--- config.mk ---
export PLATFORM = sky130hd
export DESIGN_NAME = shift_exec_stage
export DESIGN_NICKNAME = d
export VERILOG_FILES = /design/src/rtl/shift_pkg.sv /design/src/rtl/shift_exec_stage_shifter.sv /design/src/rtl/shift_exec_stage.sv
export SDC_FILE = /design/constraint.sdc
export NUM_CORES = 1
export LEC_CHECK = 0
export ABC_CLOCK_PERIOD_IN_PS = 3000
export BUFFER_PORTS_ARGS = -buffer_cell sky130_fd_sc_hd__buf_2
export CAP_MARGIN = 20
export CELL_PAD_IN_SITES_DETAIL_PLACEMENT = 1
export CELL_PAD_IN_SITES_GLOBAL_PLACEMENT = 2
export CORE_MARGIN = 2
export CORE_UTILIZATION = 40
export DETAILED_ROUTE_END_ITERATION = 10
export PLACE_DENSITY = 0.87
export SLEW_MARGIN = 15
export SYNTH_ARGS = -nofsm -noshare
export SYNTH_HDL_FRONTEND = slang
export SYNTH_HIERARCHICAL = 1
export SYNTH_SLANG_ARGS = --single-unit
--- constraint.sdc ---
create_clock -name clk -period 3 [get_ports clk]
set_input_delay 0.6 -clock clk [delete_from_list [all_inputs] [get_ports clk]]
set_output_delay 0.6 -clock clk [all_outputs]
set_load 0.05 [all_outputs]
--- src/rtl/shift_pkg.sv ---
// Purpose: shared op codes, shifter op codes, result entry type and skid FSM states.
// Latency: n/a (types and constants only).
// Backpressure: n/a.
package shift_pkg;

    localparam int SH_N  = 16;
    localparam int SH_RW = 3;

    // Decoded shift op codes arriving from ID/EX
    localparam logic [2:0] SH_ROL = 3'd0;
    localparam logic [2:0] SH_SLL = 3'd1;
    localparam logic [2:0] SH_ROR = 3'd2;
    localparam logic [2:0] SH_SRL = 3'd3;
    localparam logic [2:0] SH_SRA = 3'd4;

    // Op codes understood by the barrel shifter
    localparam logic [1:0] SHF_ROL = 2'b00;
    localparam logic [1:0] SHF_SLL = 2'b01;
    localparam logic [1:0] SHF_SRA = 2'b10;
    localparam logic [1:0] SHF_SRL = 2'b11;

    typedef struct packed {
        logic [SH_N-1:0]  data;
        logic [SH_RW-1:0] rd;
        logic             zero;
        logic             err;
    } sh_entry_t;

    typedef enum logic [1:0] {
        EMPTY = 2'd0,
        ONE   = 2'd1,
        FULL  = 2'd2
    } sh_state_t;

endpackage

--- src/rtl/shift_exec_stage_shifter.sv ---
// Purpose: 16-bit barrel shifter supporting ROL, SLL, SRA and SRL.
// Latency: purely combinational.
// Backpressure: none; no handshake at this level.
import shift_pkg::*;

module shifter (
    input  logic [15:0] A,
    input  logic [1:0]  Op,
    input  logic [3:0]  Cnt,
    output logic [15:0] Y
);

    // Select the shift flavour; a rotate by 0 falls out as A because A>>16 is 0
    always_comb begin
        Y = A;
        case (Op)
            SHF_ROL: Y = (A << Cnt) | (A >> (5'd16 - {1'b0, Cnt}));
            SHF_SLL: Y = A << Cnt;
            SHF_SRA: Y = $signed(A) >>> Cnt;
            SHF_SRL: Y = A >> Cnt;
            default: Y = A;
        endcase
    end

endmodule

--- src/rtl/shift_exec_stage.sv ---
// Purpose: execute-stage shift unit (ROL/SLL/ROR/SRL/SRA) feeding EX/MEM.
// Latency: 1 cycle from accept to out_valid; sustains 1 op/cycle.
// Backpressure: 2-entry skid buffer; in_ready is a registered function of FSM state.
import shift_pkg::*;

module shift_exec_stage #(
    parameter int N  = SH_N,
    parameter int RW = SH_RW
) (
    input  logic          clk,
    input  logic          rst,
    input  logic          flush,
    input  logic          in_valid,
    output logic          in_ready,
    input  logic [2:0]    in_op,
    input  logic [N-1:0]  in_a,
    input  logic [3:0]    in_cnt,
    input  logic [RW-1:0] in_rd,
    output logic          out_valid,
    input  logic          out_ready,
    output logic [N-1:0]  out_data,
    output logic [RW-1:0] out_rd,
    output logic          out_zero,
    output logic          out_err
);

    localparam sh_entry_t ENTRY_RST = '{data: '0, rd: '0, zero: 1'b1, err: 1'b0};

    sh_state_t  state, nextState;
    sh_entry_t  mainReg, skidReg, newEntry;
    logic [1:0] shOp;
    logic [3:0] shCnt;
    logic [N-1:0] shY;
    logic       illegal;
    logic       accept, emit;
    logic       loadMain, loadSkid, moveSkid;

    // Map the decoded op onto the shifter; ROR becomes ROL by (16 - cnt) mod 16
    always_comb begin
        shOp    = SHF_ROL;
        shCnt   = in_cnt;
        illegal = 1'b0;
        case (in_op)
            SH_ROL: shOp = SHF_ROL;
            SH_SLL: shOp = SHF_SLL;
            SH_ROR: begin
                shOp  = SHF_ROL;
                shCnt = 4'd0 - in_cnt;
            end
            SH_SRL: shOp = SHF_SRL;
            SH_SRA: shOp = SHF_SRA;
            default: illegal = 1'b1;
        endcase
    end

    shifter uShifter (
        .A   (in_a),
        .Op  (shOp),
        .Cnt (shCnt),
        .Y   (shY)
    );

    // Build the entry to store; zero/err flags are computed here so the outputs stay pure registers
    always_comb begin
        newEntry.data = illegal ? '0 : shY;
        newEntry.rd   = in_rd;
        newEntry.zero = (newEntry.data == '0);
        newEntry.err  = illegal;
    end

    assign in_ready  = (state != FULL);
    assign out_valid = (state != EMPTY);
    assign accept    = in_valid & in_ready;
    assign emit      = out_valid & out_ready;

    // Skid FSM next state and register load controls; flush overrides any transfer
    always_comb begin
        nextState = state;
        loadMain  = 1'b0;
        loadSkid  = 1'b0;
        moveSkid  = 1'b0;
        if (flush) begin
            nextState = EMPTY;
        end else begin
            case (state)
                EMPTY: begin
                    if (accept) begin
                        loadMain  = 1'b1;
                        nextState = ONE;
                    end
                end
                ONE: begin
                    if (accept && emit) begin
                        loadMain = 1'b1;
                    end else if (accept) begin
                        loadSkid  = 1'b1;
                        nextState = FULL;
                    end else if (emit) begin
                        nextState = EMPTY;
                    end
                end
                FULL: begin
                    if (emit) begin
                        moveSkid  = 1'b1;
                        nextState = ONE;
                    end
                end
                default: nextState = EMPTY;
            endcase
        end
    end

    // State register
    always_ff @(posedge clk or posedge rst) begin
        if (rst) begin
            state <= EMPTY;
        end else begin
            state <= nextState;
        end
    end

    // Main and skid data registers; both hold while stalled so outputs never change under backpressure
    always_ff @(posedge clk or posedge rst) begin
        if (rst) begin
            mainReg <= ENTRY_RST;
            skidReg <= ENTRY_RST;
        end else begin
            if (loadMain) begin
                mainReg <= newEntry;
            end else if (moveSkid) begin
                mainReg <= skidReg;
            end
            if (loadSkid) begin
                skidReg <= newEntry;
            end
        end
    end

    assign out_data = mainReg.data;
    assign out_rd   = mainReg.rd;
    assign out_zero = mainReg.zero;
    assign out_err  = mainReg.err;

endmodule

# After elaboration in Yosys (flattened, before gate mapping)
# Index checks and enable logic that the tools add are counted.
# W data, S select, Z words.
dict set report classes {
  n_addsub 2
  n_eq_ne 14
  n_shift 4
  mux 24
  bitwise 3
  n_reduce_logical 9
}
# cell n
set ops {}
lappend ops {{$pmux W16 S4} 1}
lappend ops {{$mux W21} 2}
lappend ops {{$logic_not A16 Y1} 1}
lappend ops {{$mux W16} 1}
lappend ops {{$or A16 B16 Y16} 1}
lappend ops {{$shl A16 B4 Y16} 1}
lappend ops {{$shr A16 B4 Y16} 1}
lappend ops {{$shr A16 B5 Y16} 1}
lappend ops {{$sshr A16 B4 Y16} 1}
lappend ops {{$mux W2} 6}
lappend ops {{$pmux W2 S3} 2}
lappend ops {{$mux W1} 10}
lappend ops {{$ne A3 B3 Y1 const B} 3}
lappend ops {{$eq A2 B2 Y1 const B} 3}
lappend ops {{$eq A3 B2 Y1 const B} 2}
lappend ops {{$reduce_or A5 Y1} 1}
lappend ops {{$sub A5 B4 Y5 const A} 1}
lappend ops {{$eq A2 B1 Y1 const B} 2}
lappend ops {{$logic_not A2 Y1} 2}
lappend ops {{$mux W4} 1}
lappend ops {{$ne A4 B4 Y1 const B} 1}
lappend ops {{$reduce_and A4 Y1} 1}
lappend ops {{$reduce_bool A2 Y1} 2}
lappend ops {{$sub A1 B4 Y4 const A} 1}
lappend ops {{other kinds (7)} 8}
dict set report totals {
  reg_bits 44
  inputBits 31
  output_inout_bits 23
  elab_cells 65
}

# Longest topological paths before layout
dict set report logic_depth {
  word_depth 9
  ltp_mapped 17
}

# By module
# Netlist, hierarchy kept.
# module instances cells_per_inst area_each_um2 seq_area_each_um2
set modules_own_cells {}
lappend modules_own_cells {shifter 1 328 2389.8 0.0}
lappend modules_own_cells {shift_exec_stage 1 194 2209.6 1103.6}

# Worst setup path before layout
# Ideal clock, no wire load.
dict set report synth_path {
  path_kind {input port to flip-flop}
  startpoint {input port in_op[0]}
  endpoint {register skidReg[1] in the netlist's numbering}
  arrival_time_ns 3.417
  required_ns 2.917
  path_slack_ns -0.501
  path_stages 15
  n_path_buf 2
  cell_sequence {nor3b_1 -> nand2_1 -> o21ai_0 -> buf_2 -> inv_2 -> ha_1 -> clkbuf_1 -> mux4_2 -> mux2i_1 -> o22ai_1 -> nand2_1 -> nand4_1 -> nor4_1 -> nand4_1 -> a41oi_1}
}
dict set report synth_via {
  elab_chain_cells 8
  word_cells_on_any_way 21
  cone_classes {add/sub (1); eq/ne (7); shift (4); mux (4); bitwise (1); reduce/logical (4)}
}
# item line_no
set synth_lines {}
lappend synth_lines {{from (decl)} shift_exec_stage.sv:15} ;# input logic [2:0] in_op,
lappend synth_lines {{$eq A3 B2 Y1 (*)} shift_exec_stage.sv:43} ;# case (in_op)
lappend synth_lines {{$mux W4 (*)} shift_exec_stage.sv:43}
lappend synth_lines {{net shCnt[1]} shift_exec_stage.sv:32} ;# logic [3:0] shCnt;
lappend synth_lines {{$sub A5 B4 Y5} shift_exec_stage_shifter.sv:17} ;# SHF_ROL: Y = (A << Cnt) | (A >> (5'd16 - {1'b0, Cnt}));
lappend synth_lines {{$shr A16 B5 Y16} shift_exec_stage_shifter.sv:17}
lappend synth_lines {{$or A16 B16 Y16} shift_exec_stage_shifter.sv:17}
lappend synth_lines {{$pmux W16 S4 (*)} shift_exec_stage_shifter.sv:16} ;# case (Op)
lappend synth_lines {{net shY[1]} shift_exec_stage.sv:33} ;# logic [N-1:0] shY;
lappend synth_lines {{$mux W16 (*)} shift_exec_stage.sv:65} ;# newEntry.data = illegal ? '0 : shY;
lappend synth_lines {{$logic_not A16 Y1 (*)} shift_exec_stage.sv:67} ;# newEntry.zero = (newEntry.data == '0);
lappend synth_lines {{to (signal assigned)} shift_exec_stage.sv:134} ;# skidReg <= newEntry;
lappend synth_lines {{to (decl)} shift_exec_stage.sv:30} ;# sh_entry_t mainReg, skidReg, newEntry;
# Mark *: on every way through the listed nets, which the timed path passes. The rest lies on a longest branch.
# A chain may end at the register's enable or synchronous reset.

# Worst setup path after layout
dict set report layout_path {
  startpoint {input port in_op[0]}
  endpoint {register mainReg (netlist bit out_zero)}
}
dict set report layout_via {
  elab_chain_cells 9
  word_cells_on_any_way 22
  cone_classes {add/sub (1); eq/ne (7); shift (4); mux (5); bitwise (1); reduce/logical (4)}
}
# item line_no
set layout_lines {}
lappend layout_lines {{$eq A3 B2 Y1 (*)} shift_exec_stage.sv:43}
lappend layout_lines {{$mux W4 (*)} shift_exec_stage.sv:43}
lappend layout_lines {{net shCnt[2]} shift_exec_stage.sv:32}
lappend layout_lines {{$sub A5 B4 Y5} shift_exec_stage_shifter.sv:17}
lappend layout_lines {{$shr A16 B5 Y16} shift_exec_stage_shifter.sv:17}
lappend layout_lines {{$or A16 B16 Y16} shift_exec_stage_shifter.sv:17}
lappend layout_lines {{$pmux W16 S4 (*)} shift_exec_stage_shifter.sv:16}
lappend layout_lines {{net shY[3]} shift_exec_stage.sv:33}
lappend layout_lines {{$mux W16 (*)} shift_exec_stage.sv:65}
lappend layout_lines {{$logic_not A16 Y1 (*)} shift_exec_stage.sv:67}
lappend layout_lines {{$mux W21 (*)} shift_exec_stage.sv:128} ;# if (loadMain) begin
lappend layout_lines {{to (signal assigned)} shift_exec_stage.sv:129} ;# mainReg <= newEntry;
lappend layout_lines {{to (signal assigned)} shift_exec_stage.sv:131} ;# mainReg <= skidReg;
lappend layout_lines {{to (decl)} shift_exec_stage.sv:30}
# Marked as above.

==> results.toml <==
[run_status]
status = "finished with violations"
violations = "setup timing"

[setup_path]
path_max_fanout = 4
slowest_delay_ns = 0.34
arrival_ns = 3.59
start_kind = "input port"
critPathCaptureType = "register"
crit_top_cell = "xnor2_4"
required_ns = 3.20
path_cells = "buf_8 -> nor3b_4 -> buf_4 -> nand2b_4 -> xnor2_4 -> buf_12 -> xnor2_4 -> buf_6 -> mux4_2 -> mux2_2 -> a211o_1 -> nor4_2 -> nand4_1 -> a22oi_1"
crit_slowest_cell = "a211o_1"
setup.worst_path.class = "input port to register"

[sta]
fmax_mhz = 295
setup_tns_ns = -1.55
period_minus_slack_ns = 3.39
skew_ns = 0.00554
min_period_over_period_pct = 113
setup_violations = 18
max-slew-margin-rel_pct = 45.8
tightest_slew_ns = 0.807
holdWs_ns = 0.365
rsz0062_at_grt = "true"
finalHoldViolCount = 0
timing.final.ws_setup_ns = -0.387
finalMaxSlewViolations = 0

[placement]
dpl_worst_slack_ns = -0.714
hpwl_um = 13200
dp_cells = 774
gp_congestion = 0.930
portBuffers = 53

[clock_network]
insertion_delay_ns = 0.29
clk_pin_slew_ns = 0.06
cts_tree = "yes"
htree_levels = 2
clock_sinks = 44
cts_root_buf = "clkbuf_16"
numCtsBuffers = 5
clk_path_buf_depth = 2

[logic_synthesis]
synth_area_per_cell_um2 = 8.81
synth_cells = 522
synth_fp_nets = 555
yosys.area.top_type = "dfrtp_1"
ys_seq_area_share_pct = 24.0
syn_area_um2 = 4600
synth.top_cells.by_count = "80 x mux2i_1, 51 x nand2_1, 42 x dfrtp_1"
synth-simple-area-share_pct = 16.9
yosysMostFrequentCell = "mux2i_1"
ys_seq_elements = 44
ys.flop_type = "dfrtp_1"
synth-xor-area-share_pct = 0.925
yosys_warnings = 6
synth_edf_count = 0
synthMuxAreaShare_pct = 31.7
synthTopCellsByArea = "dfrtp_1 23%, mux2i_1 17%, mux4_2 9.3%"
synthAdderAreaFrac_pct = 0.544
ys_types = 68
synth_compound_area_share_pct = 18.0
netlist.area_leader.share_pct = 22.9
synth_top_family_by_area = "multiplexers"
async_flop_share_pct = 100

[drt]
num_vias = 4974
avgRoutedWirePerCell_um = 23.8
viasPerCell = 6.13
dr.pass1.iters = 5
drc = 0
totalWireLength_um = 19300
drt_iter0_drc = 338
ant_nets = 0

[final_layout]
layout-drive-gt1-share_pct = 50.4
post_layout_nonfiller_instances = 812
num_antenna_cells = 0
fillers = 1280
nNetsFinal = 701
syn_to_final_growth_pct = 45.9

[power_and_ir_drop]
leakage_uw = 0.00299
ir_drop_mv = 0.502
power_density_nw_per_um2 = 509

[flow_run]
maxCapViolCount = 0

[global_routing]
met1_usage_pct = 35.9
grt_max_degree = 62
antenna_found_initial = 0
overflow = 0
use_met3_pct = 2.19
first_global_vias = 5154
grt.total_usage_pct = 28.4
grt_pass1_wl_um = 28400
grt_util_met2_pct = 51.7
grt_busiest_layer = "met2"

[floorplanning]
core_area_um2 = 11300
placementRows = 39
die_h_um = 111
io_pins = 54
die_w_um = 111
dieArea_um2 = 12400
start_util_pct = 40.6

[hold_path]
min_path_type = "input port to asynchronous set/reset pin"
==> path summary, 6_finish.rpt <==
check | slack (ns) | start | endpoint | depth (start not counted)
worst max register to register | 0.95 | state[0] | out_data[5] | 4
worst min register to register | 0.50 | skidReg[18] | skidReg[18] | 1
worst min-delay path | 0.36 | rst | out_data[10] | 2
min in group clk | 0.50 | skidReg[18] | skidReg[18] | 1
max in group asynchronous | 1.87 | rst | skidReg[1] | 3
worst max-delay path | -0.39 | in_op[0] | out_zero | 14
==> area by class of cell <==
class                           count  area (um^2)  area share, %
Clock inverter                      3         46.3          0.690
Clock buffer                        5          125           1.86
Multi-Input combinational cell    407         3660           54.5
Timing Repair Buffer              191         1510           22.5
Inverter                           19         88.8           1.32
Sequential cell                    44         1100           16.4
Tap cell                          143          179           2.67
==> power by group <==
group	internal [uW]	switching (uW)	total, uW	leakage, uW
clock	396	238	634	0.0000804
sequential	770	104	874	0.000535
combinational	810	1090	1910	0.00238
==> through the flow <==
stage / utilization, % / total power, uW / cell area (um^2)
after floorplan: - / 1860 / 4680
after global placement: 50.7 / 2390 / 5740
after detailed placement: 50.7 / 2460 / 5740
after CTS: 54.6 / 3190 / 6180
after global routing: 59.3 / 3560 / 6710
final: 59.3 / 3410 / 6710
==> critical path: cells and delay by family <==
| kind | cells | cell delay [ns] |
|---|---|---|
| multiplexers | 2 | 0.61 |
| XOR/XNOR | 2 | 0.38 |
| AO/OA/AOI/OAI | 2 | 0.60 |
| AND/OR/NAND/NOR | 4 | 0.82 |
| buffers and inverters | 4 | 0.58 |
==> cell usage in the layout (no fill, tap or decap), types with 4 or more instances in the layout <==
cell       count
a211oi_1       6
dfrtp_1       42
inv_1         14
a21bo_2        5
o21ai_2        5
mux2i_1       67
a21oi_2        5
a211oi_2       4
nor4_2         6
clkbuf_16      7
o22ai_2        5
buf_12         6
nand4_1        9
nand2b_1       7
o21ai_0       19
nand2_1       42
o21ai_1        5
mux2i_2        8
buf_4        114
buf_2         49
mux4_2        20
nand3_1        8
buf_6         17
o211ai_1       7
mux2_2        15
nand2_2        7
nand3b_1       4
nor2_2         7
nor3_1         5
a21oi_1       27
mux2i_4        5
nor2_1        33
==> timing repair <==
item,in CTS,in global routing
cloned,1,3
gates resized for setup,29,90
pin swaps,11,23
buffers inserted,14,14
hold buffers,0,0
endpoints found under the setup margin,17,34
==> logic make-up (layout without fill, tap and decap cells) <==
logic type      count (synthesis)  after routing
flops                          44             44
mux                           118            118
fa+ha+maj                       2              2
simple gates                  157            157
compound gates                126            126
xor+xnor                        4              4
buf+inv                        71            218
==> registers in the layout (all words and copies together), names as in the netlist <==
register / count
out_data: 16
out_err: 1
out_rd: 3
out_zero: 1
skidReg: 21
state: 2
==> metal layers <==
metal / wire length (um) / up-vias / part of all wire, %
met2: 10000 / 204 / 52
met1: 7900 / 2500 / 41
met3: 842 / 45 / 4.4
li1: - / 2225 / -
met5: 0 / - / 0
met4: 592 / 0 / 3.1
(Power assumes the default switching activity.)
